===== src/rtl/reaction_ctrl_if.sv =====
// Reaction-timer control bus: button/tick inputs and display/status outputs.
// The optional best-time output exists only when REACTION_BEST_EN is defined.
interface reaction_ctrl_if;
  logic        tick;
  logic        start;
  logic        stop;
  logic        led;
  logic [15:0] bcd;
  logic        done;
  logic        early;
`ifdef REACTION_BEST_EN
  logic [15:0] best;
`endif

  // Stimulus side: drives the tick and buttons, observes the status.
  modport master (
    output tick,
    output start,
    output stop,
    input  led,
    input  bcd,
    input  done,
`ifdef REACTION_BEST_EN
    input  best,
`endif
    input  early
  );

  // Controller side.
  modport slave (
    input  tick,
    input  start,
    input  stop,
    output led,
    output bcd,
    output done,
`ifdef REACTION_BEST_EN
    output best,
`endif
    output early
  );
endinterface


===== src/rtl/reaction_ctrl.sv =====
// Reaction-timer control stage.
// Waits a pseudo-random number of divider ticks after a start press, lights
// the GO LED, then counts ticks in 4-digit BCD until the stop press. Early
// stop presses are flagged and the count saturates at 9999 (timeout).
// Optional feature macro: REACTION_BEST_EN adds a best-time register/output
// that keeps the lowest stop-press result since reset.
module reaction_ctrl #(
  parameter int unsigned MIN_DELAY  = 2,
  parameter logic [7:0]  DELAY_MASK = 8'h07
) (
  input logic            clk,
  input logic            reset,
  reaction_ctrl_if.slave bus
);

  typedef enum logic [2:0] {
    S_IDLE,
    S_WAIT,
    S_GO,
    S_DONE,
    S_EARLY
  } state_t;

  state_t      state_q, state_d;
  logic [7:0]  lfsr_q, lfsr_d;
  logic [8:0]  delay_cnt_q, delay_cnt_d;
  logic [15:0] bcd_q, bcd_d;
  logic        start_q, start_d;
  logic        stop_q, stop_d;
`ifdef REACTION_BEST_EN
  logic [15:0] best_q, best_d;
`endif

  logic        start_press;
  logic        stop_press;
  logic [8:0]  delay_load;

  // Increment a 4-digit BCD value with decimal carry, saturating at 9999.
  // Digits >= 9 wrap to 0 so a digit can never leave the 0..9 range.
  function automatic logic [15:0] bcd_inc_sat(input logic [15:0] v);
    logic [15:0] r;
    logic        carry;
    r     = v;
    carry = 1'b1;
    if (v == 16'h9999) begin
      return v;
    end
    for (int i = 0; i < 4; i++) begin
      if (carry) begin
        if (v[i*4 +: 4] >= 4'd9) begin
          r[i*4 +: 4] = 4'd0;
          carry       = 1'b1;
        end else begin
          r[i*4 +: 4] = v[i*4 +: 4] + 4'd1;
          carry       = 1'b0;
        end
      end
    end
    return r;
  endfunction

  // Rising-edge detect against the previous-cycle button levels.
  assign start_press = bus.start & ~start_q;
  assign stop_press  = bus.stop  & ~stop_q;

  // Reload value for the GO delay; 9 bits so MIN_DELAY + mask cannot wrap.
  assign delay_load = 9'(MIN_DELAY) + {1'b0, lfsr_q & DELAY_MASK};

  // Next-state, datapath and LFSR update.
  always_comb begin
    state_d     = state_q;
    delay_cnt_d = delay_cnt_q;
    bcd_d       = bcd_q;
    start_d     = bus.start;
    stop_d      = bus.stop;
    // Fibonacci taps 8,6,5,4; a non-zero seed never reaches the all-zero state.
    lfsr_d      = {lfsr_q[6:0], lfsr_q[7] ^ lfsr_q[5] ^ lfsr_q[4] ^ lfsr_q[3]};
`ifdef REACTION_BEST_EN
    best_d      = best_q;
`endif

    case (state_q)
      S_IDLE, S_DONE, S_EARLY: begin
        // A tick in the same cycle as the press is deliberately dropped.
        if (start_press) begin
          state_d     = S_WAIT;
          delay_cnt_d = delay_load;
          bcd_d       = 16'h0000;
        end
      end
      S_WAIT: begin
        // Stop press wins over a simultaneous tick.
        if (stop_press) begin
          state_d = S_EARLY;
        end else if (bus.tick) begin
          if (delay_cnt_q == 9'd1) begin
            state_d = S_GO;
          end else begin
            delay_cnt_d = delay_cnt_q - 9'd1;
          end
        end
      end
      S_GO: begin
        if (stop_press) begin
          // The tick that coincides with the stop press is not counted.
          state_d = S_DONE;
`ifdef REACTION_BEST_EN
          // Valid BCD digits order the same as the raw 16-bit value.
          if (bcd_q < best_q) begin
            best_d = bcd_q;
          end
`endif
        end else if (bus.tick) begin
          if (bcd_q == 16'h9999) begin
            state_d = S_DONE;
          end else begin
            bcd_d = bcd_inc_sat(bcd_q);
          end
        end
      end
      default: begin
        state_d = S_IDLE;
      end
    endcase
  end

  // State and datapath registers; reset aborts any run immediately.
  always_ff @(posedge clk or negedge reset) begin
    if (!reset) begin
      state_q     <= S_IDLE;
      lfsr_q      <= 8'h01;
      delay_cnt_q <= 9'd0;
      bcd_q       <= 16'h0000;
      // Buttons held through reset must not look like a press afterwards.
      start_q     <= 1'b1;
      stop_q      <= 1'b1;
`ifdef REACTION_BEST_EN
      best_q      <= 16'h9999;
`endif
    end else begin
      state_q     <= state_d;
      lfsr_q      <= lfsr_d;
      delay_cnt_q <= delay_cnt_d;
      bcd_q       <= bcd_d;
      start_q     <= start_d;
      stop_q      <= stop_d;
`ifdef REACTION_BEST_EN
      best_q      <= best_d;
`endif
    end
  end

  // Status outputs decode directly from registered state.
  assign bus.led   = (state_q == S_GO);
  assign bus.done  = (state_q == S_DONE);
  assign bus.early = (state_q == S_EARLY);
  assign bus.bcd   = bcd_q;
`ifdef REACTION_BEST_EN
  assign bus.best  = best_q;
`endif

endmodule


===== src/flat_wrapper.sv =====
// flat-port wrapper written by rule: the top's interface ports become plain ports
module reaction_ctrl_flat 
#(
  parameter int unsigned MIN_DELAY  = 2,
  parameter logic [7:0]  DELAY_MASK = 8'h07
)
  (clk, reset, bus_tick, bus_start, bus_stop, bus_led, bus_bcd, bus_done, bus_early);
  reaction_ctrl_if bus_i ();
  input logic clk;
  input logic reset;
  input wire logic [$bits(bus_i.tick)-1:0] bus_tick;
  input wire logic [$bits(bus_i.start)-1:0] bus_start;
  input wire logic [$bits(bus_i.stop)-1:0] bus_stop;
  output wire logic [$bits(bus_i.led)-1:0] bus_led;
  output wire logic [$bits(bus_i.bcd)-1:0] bus_bcd;
  output wire logic [$bits(bus_i.done)-1:0] bus_done;
  output wire logic [$bits(bus_i.early)-1:0] bus_early;
  assign bus_i.tick = bus_tick;
  assign bus_i.start = bus_start;
  assign bus_i.stop = bus_stop;
  assign bus_led = bus_i.led;
  assign bus_bcd = bus_i.bcd;
  assign bus_done = bus_i.done;
  assign bus_early = bus_i.early;
  reaction_ctrl #(.MIN_DELAY(MIN_DELAY), .DELAY_MASK(DELAY_MASK)) u_core (.clk(clk), .reset(reset), .bus(bus_i));
endmodule

===== config.mk =====
export PLATFORM = sky130hd
export DESIGN_NAME = reaction_ctrl_flat
export DESIGN_NICKNAME = d
export VERILOG_FILES = /design/src/rtl/reaction_ctrl_if.sv /design/src/rtl/reaction_ctrl.sv /design/src/flat_wrapper.sv
export SDC_FILE = /design/constraint.sdc
export NUM_CORES = 1
export LEC_CHECK = 0
export BUFFER_PORTS_ARGS = -buffer_cell sky130_fd_sc_hd__buf_2
export CAP_MARGIN = 25
export CORE_MARGIN = 1.5
export CORE_UTILIZATION = 60
export CTS_CLUSTER_DIAMETER = 50
export DETAILED_ROUTE_END_ITERATION = 12
export PLACE_DENSITY_LB_ADDON = 0.15
export SLEW_MARGIN = 0
export SYNTH_ARGS = -nofsm -noshare
export SYNTH_HDL_FRONTEND = slang
export SYNTH_SLANG_ARGS = --single-unit

===== constraint.sdc =====
create_clock -name clk -period 3.4 [get_ports clk]
set_clock_uncertainty 0.1 [all_clocks]
set_input_delay 0.68 -clock clk [delete_from_list [all_inputs] [get_ports clk]]
set_output_delay 0.68 -clock clk [all_outputs]
set_load 0.01 [all_outputs]

* Word-level counts from Yosys, hierarchy flattened
Cells that the tools add are included.
** Word-level totals
- Register bits after elaboration :: 38
- Bits of input ports :: 5
- Word-level logic and storage cells :: 106
** Cells by class
- Add/sub/neg operators :: 6
- $lt $le $gt $ge :: 4
- Eq/ne operators :: 20
- Multiplexer cells :: 50
- Bitwise logic cells :: 7
- Reduce and logical (&&, ||, !) cells :: 10
** Operators with widths (number)
- $mux 16 :: 5
- $mux 9 :: 4
- $pmux 16 s2 :: 1
- $mux 4 :: 7
- $mux 1 :: 24
- $mux 3 :: 7
- $pmux 9 s2 :: 1
- $reduce_and 6->1 :: 3
- $add 4x1->4 const B :: 4
- $eq 16x16->1 const B :: 1
- $ge 4x4->1 const B :: 4
- $ne 3x1->1 const B :: 5
- $reduce_and 5->1 :: 3
- $ne 2x2->1 const B :: 6
- $eq 9x1->1 const B :: 1
- $pmux 3 s3 :: 1
- $sub 9x1->9 const B :: 1
- $eq 3x2->1 const B :: 2
- $ne 3x2->1 const B :: 2
- $add 2x3->4 const A :: 1
- $reduce_bool 2->1 :: 2
- $eq 3x1->1 const B :: 1
- $eq 3x3->1 const B :: 1
- $logic_not 3->1 :: 1
- 5 further kinds :: 9

* Logic depth before layout (Yosys ltp)
Gate-level depths: netlist of the first run.
- Depth after elaboration :: 28
- Mapped depth :: 9
- Depth with buffers taken out :: 7

* Least setup slack after synthesis of the first run
Ideal clock, no wire load.
- Path type :: input to register
- Start :: in bus_start
- End :: reg u_core.delay_cnt_q[7]
- Arrival time :: 2.008 ns
- Required time :: 3.223 ns
- Path slack :: 1.214 ns
- Stages on the path :: 6
- Path buffers :: 1
- Path through :: nor2b_1 -> a21boi_4 -> a41oi_1 -> buf_2 -> or4_1 -> a21oi_1
** On the way
- Longest elaborated chain between the ends :: 3
** Ends and longest elaborated chain
- start: declaration :: line flat_wrapper.sv:12 : input wire logic [$bits(bus_i.start)-1:0] bus_start;
- $and 1x1->1 :: line reaction_ctrl.sv:63 : assign start_press = bus.start & ~start_q;
- $ne 2x1->1 (no line)
- $reduce_and 5->1 (no line)
- end signal: assignment :: line reaction_ctrl.sv:143 : delay_cnt_q <= delay_cnt_d;
- end: declaration :: line reaction_ctrl.sv:26 : logic [8:0] delay_cnt_q, delay_cnt_d;
Every way passes these cells.
A chain may end at the register's enable or synchronous reset.

* Worst setup path in the final report of the first run
- Start :: reg u_core.state_q[1]
- End :: out bus_led
** On the way
- Longest elaborated chain between the ends :: 1
** Ends and longest elaborated chain
- start: declaration :: line reaction_ctrl.sv:24 : state_t state_q, state_d;
- start signal: assignment :: line reaction_ctrl.sv:141 : state_q <= state_d;
- $eq 3x2->1 :: line reaction_ctrl.sv:154 : assign bus.led = (state_q == S_GO);
- end: declaration :: line flat_wrapper.sv:14 : output wire logic [$bits(bus_i.led)-1:0] bus_led;
Every way passes these cells.

==> flow_summary_export.csv, run 1 <==
group,metric,value,unit
sta,fmaxAchievable,399,MHz
cts,insertion_delay,350,ps
setup_path,worstSetupPathType,"reg -> out",
global_route,grt-ovfl-total,0,
global_route,antenna_found_initial,0,
run_status,run_status,"finished clean",
yosys,synth_top_flop_cell,"dfrtp_1",
sta,setup_tns,0,ps
die,die_w,63.6,um
layout,final_cells,295,
drt,drt_iter0_drc,107,
setup_path,cp.arrival,1730,ps
drt,drc,0,
global_route,grt_pass1_wl,7.60,mm
layout,layout.nets,268,
sta,setup_viol,0,
yosys,synth.net_count,245,
drt,postRouteAntennaNets,0,
setup_path,timing.rr.start,"u_core.state_q[1]",
setup_path,critPathLaunch,"u_core.state_q[1]",
yosys,yosysWarnings,0,
die,die_y,63.6,um
cts,cts_root_buf,"clkbuf_4",
placement,place_ws,825,ps
die,core_area,3420,sq um
yosys,yosysUniqueCellTypes,53,
cts,cts_hold_buffers,0,
sta,max-slew-margin-rel,0.399,
yosys,syn-mean-instance-area,9.78,sq um
drt,totalWireLength,4.46,mm
placement,io_buffers,23,
yosys,ys_ff_latch,38,
global_route,grt_pass1_vias,1631,
sta,period_needed,2510,ps
power,vdd_drop_max,495,uV
cts,post_cts_buffers,0,
layout,multiInputGateArea,1120,sq um
cts,cts.sinks,38,
yosys,synth_edf_count,0,
cts,cts_buffers,5,
cts,cts_htree_levels,2,
global_route,grt_max_degree,39,
cts,ctsLongestPathBuffers,2,
setup_path,start_kind,"register",
layout,layout-drive-gt1-share,0.189,
run,drv_cap,0,
drt,via_per_inst,6.04,
setup_path,cp-end-kind,"output port",
sta,fin_crit_sh,0.737,
cts,cts_resized,0,
yosys,yosysSeqAreaShare,0.434,
yosys,syn-cell-area,2200,sq um
die,start_util,0.644,
drt,vias,1782,
layout,syn2layout_area_growth,10.5,%
die,dieArea,4040,sq um
global_route,track_usage,0.240,
layout,antennaDiodeCount,0,
die,io_pins,24,
sta,slew_violations,0,
yosys,syn_inst,225,
die,rows,21,
drt,avgRoutedWirePerCell,15.1,um
cts,cts_tree,"yes",
hold_path,min-delay-path-class,"reg -> reg",
layout,register_area,955,sq um
sta,rsz0062_at_grt,"no",
setup_path,cp.required,2620,ps
placement,place.gp.congestion,0.839,
sta,layout_setup_ws,895,ps
power,power.density,745,nW/um^2
placement,dp_hpwl,3.28,mm
setup_path,cp_max_fo,12,
sta,finalHoldViolations,0,
yosys,ys_async_sr_fraction,1.00,
sta,worst_slew_pin_slew,890,ps
hold_path,worstHoldStart,"u_core.lfsr_q[6]",
layout,fillers,277,
power,p_leak,1.16,nW
drt,firstDrtPassIters,4,
placement,placed_cells,287,
cts,clk_pin_slew,120,ps
## cells by family after synthesis
kind of cell | Yosys count | share of synthesized area
buffers and inverters | 24 | 0.0574
and+or+nand+nor | 86 | 0.223
adders and majority gates | 15 | 0.0853
muxes | 3 | 0.0142
xor gates and xnor gates | 3 | 0.0119
AOI/OAI and AO/OA | 56 | 0.174
DFF | 38 | 0.434
## per-layer routing
layer | vias up | GRT usage | wire [um]
met2 | 53 | 0.376 | 2040
met1 | 854 | 0.343 | 2120
met4 | 0 | 0.0707 | 42
met5 | - | 0 | 0
li1 | 868 | - | -
met3 | 7 | 0.0393 | 265
## per-stage QoR
| step | hold WS (ps) | power [W] | cell area, sq um | utilization |
|---|---|---|---|---|
| 3_5_place_dp | 238 | 0.00141 | 2320 | 0.679 |
| 4_1_cts | 271 | 0.00182 | 2430 | 0.712 |
| 2_1_floorplan | 231 | 0.00123 | 2200 | - |
| 5_1_grt | 282 | 0.00195 | 2430 | 0.712 |
| 3_3_place_gp | 245 | 0.00139 | 2320 | 0.679 |
| 6_report | 269 | 0.00181 | 2430 | 0.712 |
## layout make-up
type / instances / share of cell area
Tap cell: 46 / 0.0237
Sequential cell: 38 / 0.393
Timing Repair Buffer: 24 / 0.0504
Multi-Input combinational cell: 163 / 0.461
Clock inverter: 2 / 0.0247
Clock buffer: 6 / 0.0211
Inverter: 16 / 0.0268
## report_power, final
group,leakage [nW],internal (W),total [W],switching [W]
sequential,0.504,0.000552,0.000687,0.000135
combinational,0.600,0.000297,0.000725,0.000427
clock,0.0585,0.000249,0.000399,0.000150
total,1.16,0.00110,0.00181,0.000713
## worst paths after layout
| path | slack (ps) | depth (start not counted) | end |
|---|---|---|---|
| min in group asynchronous | 300 | 1 | u_core.bus.bcd[11] |
| max | 890 | 3 | bus_led |
| max reg2reg | 930 | 6 | u_core.bus.bcd[14] |
| max in group asynchronous | 2350 | 1 | u_core.lfsr_q[6] |
| min reg2reg | 270 | 0 | u_core.lfsr_q[7] |
| min | 270 | 0 | u_core.lfsr_q[7] |
## layout by cell type, fill, tap and decap left out, types with 4 or more instances in the layout
cell type  instances
dfrtp_1           35
buf_2             23
nand2_1           18
a21oi_1           17
inv_1             15
ha_1              15
nor2_1            14
o21ai_0           12
nand3_1            8
nand4_1            6
nand2b_1           5
clkbuf_4           5
a32o_1             4
or4_1              4
## worst max-delay path, stage by stage, from the launching register on
cell	delay [ps]
dfrtp_1	560
or3b_1	550
inv_6	130
buf_2	130
## state kept, by name, summed over array words and instances (netlist names)
name                count
u_core.stop_q           1
u_core.start_q          1
u_core.delay_cnt_q      9
u_core.bus.bcd         16
u_core.state_q          3
u_core.lfsr_q           8
## synth_stat cells (2+ instances only)
master | count | share of area
dfrtp_1 | 35 | 0.40
nand2_1 | 18 | 0.031
a21oi_1 | 17 | 0.039
ha_1 | 15 | 0.085
inv_1 | 15 | 0.026
nor2_1 | 14 | 0.024
o21ai_0 | 12 | 0.027
nand3_1 | 8 | 0.018
nand4_1 | 6 | 0.017
nand2b_1 | 5 | 0.014
a32o_1 | 4 | 0.018
buf_6 | 4 | 0.020
or4_1 | 4 | 0.014
a41oi_1 | 3 | 0.012
clkbuf_1 | 3 | 0.0051
dfstp_2 | 3 | 0.036
nor2b_1 | 3 | 0.0085
nor3_1 | 3 | 0.0068
o211ai_1 | 3 | 0.010
o31ai_1 | 3 | 0.010
or3_1 | 3 | 0.0085
or3b_2 | 3 | 0.012
a31o_2 | 2 | 0.0080
a31oi_1 | 2 | 0.0057
a41o_1 | 2 | 0.0091
and3_1 | 2 | 0.0057
and4b_1 | 2 | 0.0091
mux2i_1 | 2 | 0.0091
nor3b_1 | 2 | 0.0068
o41ai_1 | 2 | 0.0080
or2_2 | 2 | 0.0057
xnor2_1 | 2 | 0.0080
(Power assumes the default switching activity.)
==> run 2: changes to the inputs <==
CORE_UTILIZATION = 58   (was 60)
clock period = 2.4 ns   (was 3.4 ns; I/O delays follow)
==> run 2 against run 1 <==
  * Non-clock buffer count is 9 higher
  * Via count rose by 0.11%
  * Combinational power increased by 53%
  * Clock power grew 37%
  * Critical path type is now reg -> reg
  * Largest power group unchanged
==> flow_summary_export.csv, run 2 (synthesis results as in run 1) <==
group,metric,value,unit
global_route,antenna_found_initial,0,
sta,rsz0062_at_grt,"no",
cts,insertion_delay,290,ps
power,power.density,1040,nW/um^2
sta,slew_violations,0,
setup_path,slowest_delay,530,ps
placement,place.gp.congestion,0.877,
layout,largest_register_ffs,16,
placement,io_buffers,23,
setup_path,cp.required,2470,ps
cts,cts_htree_levels,2,
cts,cts_resized,0,
placement,dp_hpwl,3.19,mm
sta,period_needed,2230,ps
global_route,grt-ovfl-total,0,
sta,max-slew-margin-rel,0.434,
power,fin_total_pwr,0.00262,W
layout,register_area,955,sq um
layout,multiInputGateArea,1120,sq um
cts,clk_pin_slew,80,ps
layout,layout.nets,277,
run,drv_cap,0,
hold_path,min-delay-path-class,"in -> async",
layout,final_common_cell,"dfrtp_1",
layout,antennaDiodeCount,0,
power,p_leak,1.20,nW
drt,firstDrtPassIters,4,
setup_path,rr_worst_depth,7,
drt,avgRoutedWirePerCell,14.7,um
die,dieArea,4170,sq um
power,vdd_drop_max,515,uV
layout,final_cells,306,
drt,drt_iter0_drc,164,
global_route,grt_pass1_vias,1666,
die,die_w,64.6,um
setup_path,cp-end-kind,"register",
sta,fmaxAchievable,449,MHz
cts,cts.sinks,38,
setup_path,cp.arrival,2300,ps
global_route,grt_pass1_wl,7.76,mm
cts,cts_root_buf,"clkbuf_8",
setup_path,worstSetupPathType,"reg -> reg",
layout,layout-drive-gt1-share,0.217,
layout,fillers,284,
cts,post_cts_buffers,0,
sta,setup_tns,0,ps
drt,totalWireLength,4.48,mm
setup_path,cp_cell_sequence,"or3b_1 > inv_6 > nand4_1 > and4bb_1 > buf_4 > a41oi_1 > nor2_1",
die,rows,22,
setup_path,reg2reg_to,"u_core.bus.bcd[3]",
drt,postRouteAntennaNets,0,
sta,fin_crit_sh,0.928,
die,die_y,64.6,um
cts,cts_buffers,5,
sta,finalHoldViolations,0,
die,start_util,0.601,
setup_path,timing.rr.start,"u_core.state_q[0]",
run_status,run_status,"finished clean",
cts,ctsLongestPathBuffers,2,
global_route,track_usage,0.241,
placement,placed_cells,298,
layout,layout_common_cells,"35 x dfrtp_1, 23 x buf_2, 18 x nand2_1, 17 x a21oi_1",
drt,drc,0,
setup_path,rrSetupSlack,170,ps
drt,vias,1784,
sta,hold-worst-slack,192,ps
die,core_area,3660,sq um
layout,syn2layout_area_growth,13.8,%
global_route,grt_max_degree,39,
sta,setup_viol,0,
drt,via_per_inst,5.83,
cts,cts_hold_buffers,0,
sta,worst_slew_pin_slew,849,ps
setup_path,start_kind,"register",
setup_path,critPathSlowestCell,"or3b_1",
die,io_pins,24,
cts,cts_tree,"yes",
setup_path,cp_max_fo,9,
## run 2: worst max path at each step
stage,startpoint,endpoint,slack (ps)
5_1_grt,u_core.bus.bcd[5],u_core.bus.bcd[10],50
3_3_place_gp,bus_start,u_core.bus.bcd[14],250
3_5_place_dp,bus_start,u_core.bus.bcd[10],210
2_1_floorplan,u_core.bus.bcd[5],u_core.bus.bcd[14],220
6_report,u_core.state_q[0],u_core.bus.bcd[3],170
4_1_cts,u_core.state_q[0],u_core.bus.bcd[14],180
## run 2: power breakdown
| group | total, W | switching (W) | internal [W] | leakage, nW |
|---|---|---|---|---|
| Clock | 0.000547 | 0.000238 | 0.000309 | 0.0504 |
| Combinational | 0.00111 | 0.000635 | 0.000479 | 0.646 |
| Sequential | 0.000955 | 0.000172 | 0.000783 | 0.504 |
| Total | 0.00262 | 0.00104 | 0.00157 | 1.20 |
## run 2: stage by stage
| step | worst slack, ps | instance area [sq um] | utilization |
|---|---|---|---|
| finish | 174 | 2500 | 0.684 |
| global route | 50.0 | 2500 | 0.684 |
| CTS | 185 | 2500 | 0.684 |
| detailed placement | 211 | 2390 | 0.653 |
| global placement | 247 | 2390 | 0.653 |
| floorplan | 216 | 2200 | - |
## run 2: per-layer routing
metal | vias up | track usage | share of wire
li1 | 887 | - | -
met3 | 6 | 0.0573 | 0.036
met2 | 39 | 0.336 | 0.45
met4 | 0 | 0.106 | 0.013
met5 | - | 0 | 0
met1 | 852 | 0.355 | 0.51
## run 2: worst max-delay path, delay by kind of cell (launching register included)
kind	cells	cell delay, ps
flip-flops	1	460
AND/OR/NAND/NOR	4	980
buffers and inverters	2	320
AO/OA/AOI/OAI	1	250
## run 2: area by class of cell
cell class	instances	share of cell area
Clock buffer	5	0.0275
Tap cell	48	0.0240
Multi-Input combinational cell	163	0.447
Sequential cell	38	0.381
Timing Repair Buffer	33	0.0760
Inverter	16	0.0260
Clock inverter	3	0.0180
